--- config.mk ---
export PLATFORM = sky130hd
export DESIGN_NAME = time_set_ctrl
export DESIGN_NICKNAME = d
export VERILOG_FILES = /design/src/rtl/time_set_ctrl_pkg.sv /design/src/rtl/time_set_ctrl_btn_step_gen.sv /design/src/rtl/time_set_ctrl.sv
export SDC_FILE = /design/constraint.sdc
export NUM_CORES = 1
export LEC_CHECK = 0
export CAP_MARGIN = 10
export CORE_MARGIN = 1.5
export CORE_UTILIZATION = 60
export DETAILED_ROUTE_END_ITERATION = 10
export DONT_BUFFER_PORTS = 1
export PLACE_DENSITY = 0.74
export SETUP_SLACK_MARGIN = 0.1
export SLEW_MARGIN = 20
export SYNTH_ARGS = -nofsm -noshare
export SYNTH_HDL_FRONTEND = slang
export SYNTH_SLANG_ARGS = --single-unit
--- constraint.sdc ---
create_clock -name i_clk -period 7.35 [get_ports i_clk]
set_input_delay 0.735 -clock i_clk [delete_from_list [all_inputs] [get_ports i_clk]]
set_output_delay 0.735 -clock i_clk [all_outputs]
set_load 0.05 [all_outputs]
--- src/rtl/time_set_ctrl_pkg.sv ---
// ---------------------------------------------------------------------------
// time_ctrl_pkg
//   Shared types and constants for the time-setting controller.
//   - state_e : controller mode, encoded so it can drive o_mode directly
//   - HOUR_MAX / MIN_MAX : field wrap limits
//   - DISP_W  : width of the decimal HHMM display value (max 2359)
//   - step_wrap() : +/-1 with wrap inside 0..max
//   - to_disp()   : hour*100 + min
// ---------------------------------------------------------------------------
package time_ctrl_pkg;

    typedef enum logic [1:0] {
        RUN      = 2'd0,
        SET_HOUR = 2'd1,
        SET_MIN  = 2'd2,
        COMMIT   = 2'd3
    } state_e;

    localparam int HOUR_MAX = 23;
    localparam int MIN_MAX  = 59;
    localparam int DISP_W   = 14;

    // One step up or down on a field that wraps between 0 and max.
    function automatic logic [5:0] step_wrap(input logic [5:0] v,
                                             input logic [5:0] max,
                                             input logic       up);
        logic [5:0] r;
        if (up) r = (v == max)  ? 6'd0 : v + 6'd1;
        else    r = (v == 6'd0) ? max  : v - 6'd1;
        return r;
    endfunction

    function automatic logic [DISP_W-1:0] to_disp(input logic [4:0] h,
                                                  input logic [5:0] m);
        return DISP_W'(h) * DISP_W'(100) + DISP_W'(m);
    endfunction

endpackage

--- src/rtl/time_set_ctrl_btn_step_gen.sv ---
// ---------------------------------------------------------------------------
// btn_step_gen
//   Turns one debounced button level into a one-cycle step pulse.
//   A step fires on the rising edge of the level. When the build defines
//   TIME_SET_AUTO_REPEAT_EN, a held button (with i_rep_en high) also fires
//   one step per i_tick once it has been held for REPEAT_DLY ticks.
//
//   Ports:
//     i_clk, i_rst_n : clock, async active-low reset
//     i_tick         : 10 Hz strobe (repeat timing only)
//     i_btn          : debounced button level
//     i_rep_en       : allow auto-repeat (controller is in a set state)
//     o_step         : one-cycle step pulse
// ---------------------------------------------------------------------------
module btn_step_gen #(
    parameter int REPEAT_DLY = 5
) (
    input  logic i_clk,
    input  logic i_rst_n,
    input  logic i_tick,
    input  logic i_btn,
    input  logic i_rep_en,
    output logic o_step
);

    logic btn_q;
    logic edge_step;

    always_ff @(posedge i_clk or negedge i_rst_n) begin
        if (!i_rst_n) btn_q <= 1'b0;
        else          btn_q <= i_btn;
    end

    assign edge_step = i_btn & ~btn_q;

`ifdef TIME_SET_AUTO_REPEAT_EN
    localparam int HW = (REPEAT_DLY < 1) ? 1 : $clog2(REPEAT_DLY + 1);
    localparam logic [HW-1:0] HOLD_MAX = HW'(REPEAT_DLY);

    logic [HW-1:0] hold_q, hold_d;
    logic          rep_step;

    // Hold counter only advances once the press edge has passed (btn_q=1),
    // so the edge cycle itself never doubles as a repeat.
    always_comb begin
        hold_d   = hold_q;
        rep_step = 1'b0;
        if (!i_btn || !i_rep_en) begin
            hold_d = '0;
        end else if (btn_q && i_tick) begin
            if (hold_q == HOLD_MAX) rep_step = 1'b1;
            else                    hold_d   = hold_q + HW'(1);
        end
    end

    always_ff @(posedge i_clk or negedge i_rst_n) begin
        if (!i_rst_n) hold_q <= '0;
        else          hold_q <= hold_d;
    end

    assign o_step = edge_step | rep_step;
`else
    logic        unused_rep;
    logic [31:0] unused_dly;
    assign unused_rep = ^{i_tick, i_rep_en};
    assign unused_dly = 32'(REPEAT_DLY);
    assign o_step     = edge_step;
`endif

endmodule

--- src/rtl/time_set_ctrl.sv ---
// ---------------------------------------------------------------------------
// time_set_ctrl
//   Mode/edit controller for the HH:MM:SS counter. RUN lets the counter
//   count; mode presses walk SET_HOUR -> SET_MIN -> COMMIT, where a one-cycle
//   load of the edited hour/min is issued (counter forces sec to 0).
//   Idle set states time out back to RUN without loading. Also produces the
//   registered HHMM display value and blink blanking for the edited field.
//
//   Optional feature macro: TIME_SET_AUTO_REPEAT_EN (hold inc/dec to repeat).
//
//   Ports:
//     i_clk, i_rst_n             : clock, async active-low reset
//     i_tick                     : 10 Hz strobe
//     i_btn_mode/inc/dec         : debounced button levels
//     i_cur_hour, i_cur_min      : live counter value
//     o_run_en                   : counter count enable
//     o_load, o_load_hour/min    : load strobe and value
//     o_mode                     : 0 RUN, 1 SET_HOUR, 2 SET_MIN, 3 COMMIT
//     o_disp_data                : hour*100+min
//     o_digit_blank              : per-digit blank, bit3 = leftmost
// ---------------------------------------------------------------------------
module time_set_ctrl
    import time_ctrl_pkg::*;
#(
    parameter int TIMEOUT_TICKS = 100,
    parameter int BLINK_TICKS   = 5,
    parameter int REPEAT_DLY    = 5
) (
    input  logic              i_clk,
    input  logic              i_rst_n,
    input  logic              i_tick,
    input  logic              i_btn_mode,
    input  logic              i_btn_inc,
    input  logic              i_btn_dec,
    input  logic [4:0]        i_cur_hour,
    input  logic [5:0]        i_cur_min,
    output logic              o_run_en,
    output logic              o_load,
    output logic [4:0]        o_load_hour,
    output logic [5:0]        o_load_min,
    output logic [1:0]        o_mode,
    output logic [DISP_W-1:0] o_disp_data,
    output logic [3:0]        o_digit_blank
);

    localparam int TW = $clog2(TIMEOUT_TICKS + 1);
    localparam int BW = (BLINK_TICKS < 2) ? 1 : $clog2(BLINK_TICKS + 1);
    localparam logic [TW-1:0] TMO_LAST = TW'(TIMEOUT_TICKS - 1);
    localparam logic [BW-1:0] BLK_LAST = BW'(BLINK_TICKS - 1);

    state_e            state_q, state_d;
    logic [4:0]        edit_hour_q, edit_hour_d;
    logic [5:0]        edit_min_q, edit_min_d;
    logic [TW-1:0]     tmo_q, tmo_d;
    logic [BW-1:0]     blk_q, blk_d;
    logic              phase_q, phase_d;
    logic [DISP_W-1:0] disp_q, disp_d;

    logic mode_step, inc_step, dec_step;
    logic set_st, set_nxt, edit_step, timeout, clr;

    assign set_st = (state_q == SET_HOUR) || (state_q == SET_MIN);

    // ---------------- button step generators ----------------
    btn_step_gen #(.REPEAT_DLY(REPEAT_DLY)) u_btn_mode (
        .i_clk(i_clk), .i_rst_n(i_rst_n), .i_tick(i_tick),
        .i_btn(i_btn_mode), .i_rep_en(1'b0), .o_step(mode_step)
    );
    btn_step_gen #(.REPEAT_DLY(REPEAT_DLY)) u_btn_inc (
        .i_clk(i_clk), .i_rst_n(i_rst_n), .i_tick(i_tick),
        .i_btn(i_btn_inc), .i_rep_en(set_st), .o_step(inc_step)
    );
    btn_step_gen #(.REPEAT_DLY(REPEAT_DLY)) u_btn_dec (
        .i_clk(i_clk), .i_rst_n(i_rst_n), .i_tick(i_tick),
        .i_btn(i_btn_dec), .i_rep_en(set_st), .o_step(dec_step)
    );

    // Mode outranks inc/dec; inc and dec together cancel out.
    assign edit_step = set_st && !mode_step && (inc_step ^ dec_step);
    // A step in the same cycle as the final tick wins over the timeout.
    assign timeout   = set_st && i_tick && !mode_step && !edit_step &&
                       (tmo_q == TMO_LAST);

    // ---------------- FSM: state register ----------------
    always_ff @(posedge i_clk or negedge i_rst_n) begin
        if (!i_rst_n) state_q <= RUN;
        else          state_q <= state_d;
    end

    // ---------------- FSM: next state ----------------
    always_comb begin
        state_d = state_q;
        unique case (state_q)
            RUN:      if (mode_step) state_d = SET_HOUR;
            SET_HOUR: if (mode_step) state_d = SET_MIN;
                      else if (timeout) state_d = RUN;
            SET_MIN:  if (mode_step) state_d = COMMIT;
                      else if (timeout) state_d = RUN;
            COMMIT:   state_d = RUN;
            default:  state_d = RUN;
        endcase
    end

    // ---------------- FSM: outputs ----------------
    always_comb begin
        o_run_en      = (state_q == RUN);
        o_load        = (state_q == COMMIT);
        o_mode        = state_q;
        o_digit_blank = 4'b0000;
        if (phase_q) begin
            if (state_q == SET_HOUR) o_digit_blank = 4'b1100;
            if (state_q == SET_MIN)  o_digit_blank = 4'b0011;
        end
    end

    // Edit regs only change in set states, so they double as the load value.
    assign o_load_hour = edit_hour_q;
    assign o_load_min  = edit_min_q;
    assign o_disp_data = disp_q;

    // ---------------- datapath next-state ----------------
    assign set_nxt = (state_d == SET_HOUR) || (state_d == SET_MIN);
    // Restart timeout and blink on any accepted step and whenever we are not
    // headed for a set state; phase 0 makes the edited field visible at once.
    assign clr     = mode_step || edit_step || !set_nxt;

    always_comb begin
        edit_hour_d = edit_hour_q;
        edit_min_d  = edit_min_q;
        if (state_q == RUN && mode_step) begin
            edit_hour_d = i_cur_hour;
            edit_min_d  = i_cur_min;
        end else if (edit_step) begin
            if (state_q == SET_HOUR)
                edit_hour_d = 5'(step_wrap({1'b0, edit_hour_q}, 6'(HOUR_MAX), inc_step));
            else
                edit_min_d  = step_wrap(edit_min_q, 6'(MIN_MAX), inc_step);
        end
    end

    always_comb begin
        tmo_d   = tmo_q;
        blk_d   = blk_q;
        phase_d = phase_q;
        if (clr) begin
            tmo_d   = '0;
            blk_d   = '0;
            phase_d = 1'b0;
        end else if (i_tick) begin
            tmo_d = tmo_q + TW'(1);
            if (blk_q == BLK_LAST) begin
                blk_d   = '0;
                phase_d = ~phase_q;
            end else begin
                blk_d = blk_q + BW'(1);
            end
        end
    end

    always_comb begin
        disp_d = set_st ? to_disp(edit_hour_q, edit_min_q)
                        : to_disp(i_cur_hour, i_cur_min);
    end

    always_ff @(posedge i_clk or negedge i_rst_n) begin
        if (!i_rst_n) begin
            edit_hour_q <= '0;
            edit_min_q  <= '0;
            tmo_q       <= '0;
            blk_q       <= '0;
            phase_q     <= 1'b0;
            disp_q      <= '0;
        end else begin
            edit_hour_q <= edit_hour_d;
            edit_min_q  <= edit_min_d;
            tmo_q       <= tmo_d;
            blk_q       <= blk_d;
            phase_q     <= phase_d;
            disp_q      <= disp_d;
        end
    end

endmodule

# --- After elaboration in Yosys (flattened, before gate mapping) ---
# Index checks and enable logic that the tools add are counted.
op_classes:
  mul: 2
  reduce_logical: 24
  n_eq_ne: 10
  bitwise: 8
  muxes: 29
  addsub: 8
ops:
  columns: ["op", "n"]
  rows:
  - ["$mux 6", 6]
  - ["$mux 5", 6]
  - ["$add 12x6->13", 2]
  - ["$mul 5x5->10 const B", 2]
  - ["$mux 7", 2]
  - ["$mux 13", 1]
  - ["$mux 4", 3]
  - ["$mux 3", 3]
  - ["$mux 2", 4]
  - ["$pmux 2 s4", 1]
  - ["$reduce_bool 2->1", 4]
  - ["$add 7x1->7 const B", 1]
  - ["$eq 7x7->1 const B", 1]
  - ["$logic_and 1x1->1", 7]
  - ["$add 6x1->6 const B", 1]
  - ["$eq 2x2->1 const B", 3]
  - ["$eq 6x6->1 const B", 1]
  - ["$logic_not 6->1", 1]
  - ["$reduce_and 2->1", 3]
  - ["$sub 6x1->6 const B", 1]
  - ["$add 5x1->5 const B", 1]
  - ["$eq 5x5->1 const B", 1]
  - ["$logic_not 5->1", 1]
  - ["$sub 5x1->5 const B", 1]
  - ["other kinds (11)", 24]
word_totals:
  reg_bits: 40
  out_inout_bits: 33
  inputBits: 17

# --- Logic depth before layout (Yosys ltp) ---
logic_depth:
  ltp_word: 17
  mapped_depth: 11

# --- Cells and area by module ---
# A second synthesis with hierarchy kept.
hier_totals:
  cells_unflattened: 387
  area_unflattened_um2: 3607.2
by_module_without_submodules:
  columns: ["module", "cells_per_inst", "seq_area_each_um2", "area_per_inst_um2", "instances"]
  rows:
  - ["time_set_ctrl", 381, 925.9, 3490.8, 1]
  - ["btn_step_gen", 2, 25.0, 38.8, 3]

# --- Worst setup path after synthesis ---
# No wires, ideal clock.
synth_timing:
  path_kind: "reg-to-reg"
  startpoint: "register edit_hour_q[1], in the netlist o_load_hour[1]"
  endpoint: "register disp_q[10], in the netlist o_disp_data[10]"
  path_stages_with_launch: 11
  path_slack_ps: 4196
  required_time_ps: 7225
  n_path_buf: 0
  setup_ps: 125
  arrival_time_ps: 3030
  cell_sequence: "dfrtp_1 inv_1 ha_1 ha_1 ha_1 fa_1 xor2_1 nand3_1 a211oi_2 xnor2_1 mux2_2"
synth_between:
  elab_chain_cells: 3
synth_lines:
  columns: ["element", "line_no", "rtl"]
  rows:
  - ["start: declaration", "time_set_ctrl.sv:52", "logic [4:0] edit_hour_q, edit_hour_d;"]
  - ["start signal: assignment", "time_set_ctrl.sv:174", "edit_hour_q <= edit_hour_d;"]
  - ["$mul 5x5->10", "time_set_ctrl_pkg.sv:35", "return DISP_W'(h) * DISP_W'(100) + DISP_W'(m);"]
  - ["$add 12x6->13", "time_set_ctrl_pkg.sv:35", null]
  - ["$mux 13", "time_set_ctrl.sv:161", "disp_d = set_st ? to_disp(edit_hour_q, edit_min_q)"]
  - ["net disp_d[10]", "time_set_ctrl.sv:57", "logic [DISP_W-1:0] disp_q, disp_d;"]
  - ["end signal: assignment", "time_set_ctrl.sv:179", "disp_q <= disp_d;"]
  - ["end: declaration", "time_set_ctrl.sv:57", null]
# The timed path passes the listed nets, and every way through them passes these cells.
# A chain may end at the register's enable or synchronous reset.

# --- Worst setup path in the final report ---
# Ends and elaborated chain as after synthesis.

==> results.sh <==
export IMPL_hold_violations=0
export IMPL_finalSetupViolCount=0
export IMPL_cts_resized=0
export IMPL_grt_pass1_wl_microns=12700
export IMPL_routabilityCongestion=0.867
export IMPL_yosysMostFrequentCell="ha_1"
export IMPL_drc_errors=0
export IMPL_cts_buffer_depth=2
export IMPL_slew_headroom_pct=35.9
export IMPL_synth_xor_area_share_pct=9.18
export IMPL_cp_max_fo=5
export IMPL_synth_avg_cell_area_sq_um=9.52
export IMPL_yosys_area_share_simple_pct=14.7
export IMPL_hp_class="in2async"
export IMPL_r2r_end="o_disp_data[10]$_DFF_PN0_"
export IMPL_clk_pin_slew_ns=0.08
export IMPL_wl_microns=7680
export IMPL_critPathKind="reg2reg"
export IMPL_dr_pass1_iters=4
export IMPL_synth_mux_area_share_pct=4.35
export IMPL_seq_area_sq_um=1000
export IMPL_final_setup_tns_ns=0
export IMPL_period_needed_ns=3.47
export IMPL_start_util_pct=61.5
export IMPL_die_h_microns=80.4
export IMPL_synthAdderAreaFrac_pct=22.4
export IMPL_synth_cells=378
export IMPL_htree_levels=2
export IMPL_core_sq_um=5850
export IMPL_ys_types=60
export IMPL_antenna_found_initial=0
export IMPL_synthFlopType="dfrtp_1"
export IMPL_antenna_left=0
export IMPL_grt_total_usage_pct=25.4
export IMPL_cts_hold_buf=0
export IMPL_synth_edf_count=0
export IMPL_fmax_mhz=288
export IMPL_synth_top_family_by_area="adder cells"
export IMPL_r2r_setup_slack_ns=3.88
export IMPL_synth_compound_area_share_pct=17.0
export IMPL_post_route_period_util_pct=47.2
export IMPL_r2r_cells=10
export IMPL_final_core_util_pct=63.7
export IMPL_cp_arrival_ns=3.66
export IMPL_rsz0062_at_grt="no"
export IMPL_fin_nets=450
export IMPL_crit_path_end_kind="register"
export IMPL_grt_ovfl_total=0
export IMPL_synth_async_reset_ratio_pct=100
export IMPL_cp_startpoint="o_load_hour[1]$_DFFE_PN0P_"
export IMPL_maxSlewViolCount=0
export IMPL_vias=2727
export IMPL_crit_path_start_kind="register"
export IMPL_num_rows=28
export IMPL_post_dp_hpwl_microns=5890
export IMPL_cts_tree="built"
export IMPL_drtIter0Drc=132
export IMPL_clk_latency_ns=0.30
export IMPL_nFillCells=467
export IMPL_ys_top_cells_by_area="dfrtp_1 28%, ha_1 20%, xnor2_1 5.4%"
export IMPL_yosysWarnings=0
export IMPL_drv_cap=0
export IMPL_ios=50
export IMPL_cts_setup_buffers=0
export IMPL_cts_root_buffer="clkbuf_8"
export IMPL_ys_seq_elements=40
export IMPL_wl_per_cell_microns=17.2
export IMPL_status="complete, no violations"
export IMPL_clkSinkCount=40
export IMPL_timing_rr_start="o_load_hour[1]$_DFFE_PN0P_"
export IMPL_io_buffers=0
export IMPL_area_growth_pct=3.55
export IMPL_dieWidth_microns=80.4
export IMPL_grt_max_degree=41
export IMPL_yosysTopAreaCell="dfrtp_1"
export IMPL_drive_gt1_share_pct=7.26
export IMPL_syn_nets=457
export IMPL_avgViaCountPerCell=6.10
export IMPL_dieArea_sq_um=6470
export IMPL_netlist_top_cells_count="58 x ha_1, 40 x dfrtp_1, 25 x nand2_1, 25 x nor2_1"
export IMPL_cts_buffers=5
export IMPL_max_slew_worst_pin_slew_ns=0.968
export IMPL_netlist_area_sq_um=3600
export IMPL_worstPathRequired_ns=7.54
export IMPL_n_antenna_cell=0
export IMPL_worst_clock_skew_ns=0.00953
export IMPL_synth_top_cell_area_share_pct=27.8
export IMPL_yosysSeqAreaShare_pct=27.8
export IMPL_grt_pass1_vias=2594
export IMPL_multiInputGateArea_sq_um=2440
[placed cells by master (no fill, tap or decap), types with 2 or more instances in the layout]
cell type	netlist	final
a211oi_1	8	8
a211oi_2	2	2
a21boi_0	3	3
a21o_1	6	6
a21oi_1	16	16
a221o_1	2	2
a221oi_1	3	3
a2bb2oi_1	4	4
a311oi_1	6	6
a31oi_1	6	6
and2_1	5	5
and4bb_2	2	2
clkbuf_8	0	5
dfrtp_1	40	40
fa_1	4	4
ha_1	58	58
inv_1	22	22
mux2_2	5	5
mux2i_1	10	10
nand2_1	25	25
nand2b_1	3	3
nand3_1	12	12
nand4_1	7	7
nor2_1	25	25
nor2b_1	7	7
nor3_1	4	4
o211ai_1	2	2
o21ai_0	15	15
o31ai_1	2	2
xnor2_1	22	22
xor2_1	12	12
[routing by layer]
metal  up-vias  track usage [%]  routed length [microns]
li1       1341                -                        -
met1      1322             35.0                     3590
met2        58             41.3                     3680
met3         6             4.66                      347
met4         0             5.17                       58
met5         -                0                        0
[kinds of logic after synthesis]
group                    after synthesis
AO/OA/AOI/OAI                         86
flip-flops                            40
multiplexers                          15
buffers and inverters                 36
other                                  1
adder cells (fa/ha/maj)               62
AND/OR/NAND/NOR                      102
XOR/XNOR                              36
[final cells by class]
class / count / area share [%]
Multi-Input combinational cell: 302 / 65.4
Sequential cell: 40 / 26.9
Tap cell: 75 / 2.52
Inverter: 22 / 2.22
Clock buffer: 5 / 1.85
Clock inverter: 3 / 1.14
[stage by stage]
step	cells	hold slack (ns)	worst slack [ns]	area [sq um]
global route	447	0.109	3.68	3720
floorplan	378	0.439	4.20	3600
detailed placement	439	0.440	3.90	3610
finish	447	0.120	3.88	3720
CTS	447	0.115	3.88	3720
global placement	439	0.440	4.03	3610
[how the worst max path moves through the flow]
stage                                 to  slack [ns]
6_report       o_disp_data[10]$_DFF_PN0_        3.88
5_1_grt        o_disp_data[10]$_DFF_PN0_        3.68
4_1_cts        o_disp_data[10]$_DFF_PN0_        3.88
3_5_place_dp   o_disp_data[10]$_DFF_PN0_        3.90
3_3_place_gp   o_disp_data[10]$_DFF_PN0_        4.03
2_1_floorplan  o_disp_data[10]$_DFF_PN0_        4.20
[registers in the layout, summed over array words and instances, names as in the netlist, 2 cells and up]
signal / flops
blk_q: 3
o_disp_data: 13
o_load_hour: 5
o_load_min: 6
o_mode: 2
tmo_q: 7
[critical path, cell delays in order, from the launching register on]
cell and delay [ns]:
dfrtp_1 0.73, inv_1 0.27, ha_1 0.38, ha_1 0.29, ha_1 0.24, fa_1 0.41
xor2_1 0.28, nand3_1 0.16, a211oi_2 0.25, xnor2_1 0.09, mux2_2 0.27
Power is not shown: default switching activity piles up to over one toggle a cycle in this logic, so the estimate is an artifact.
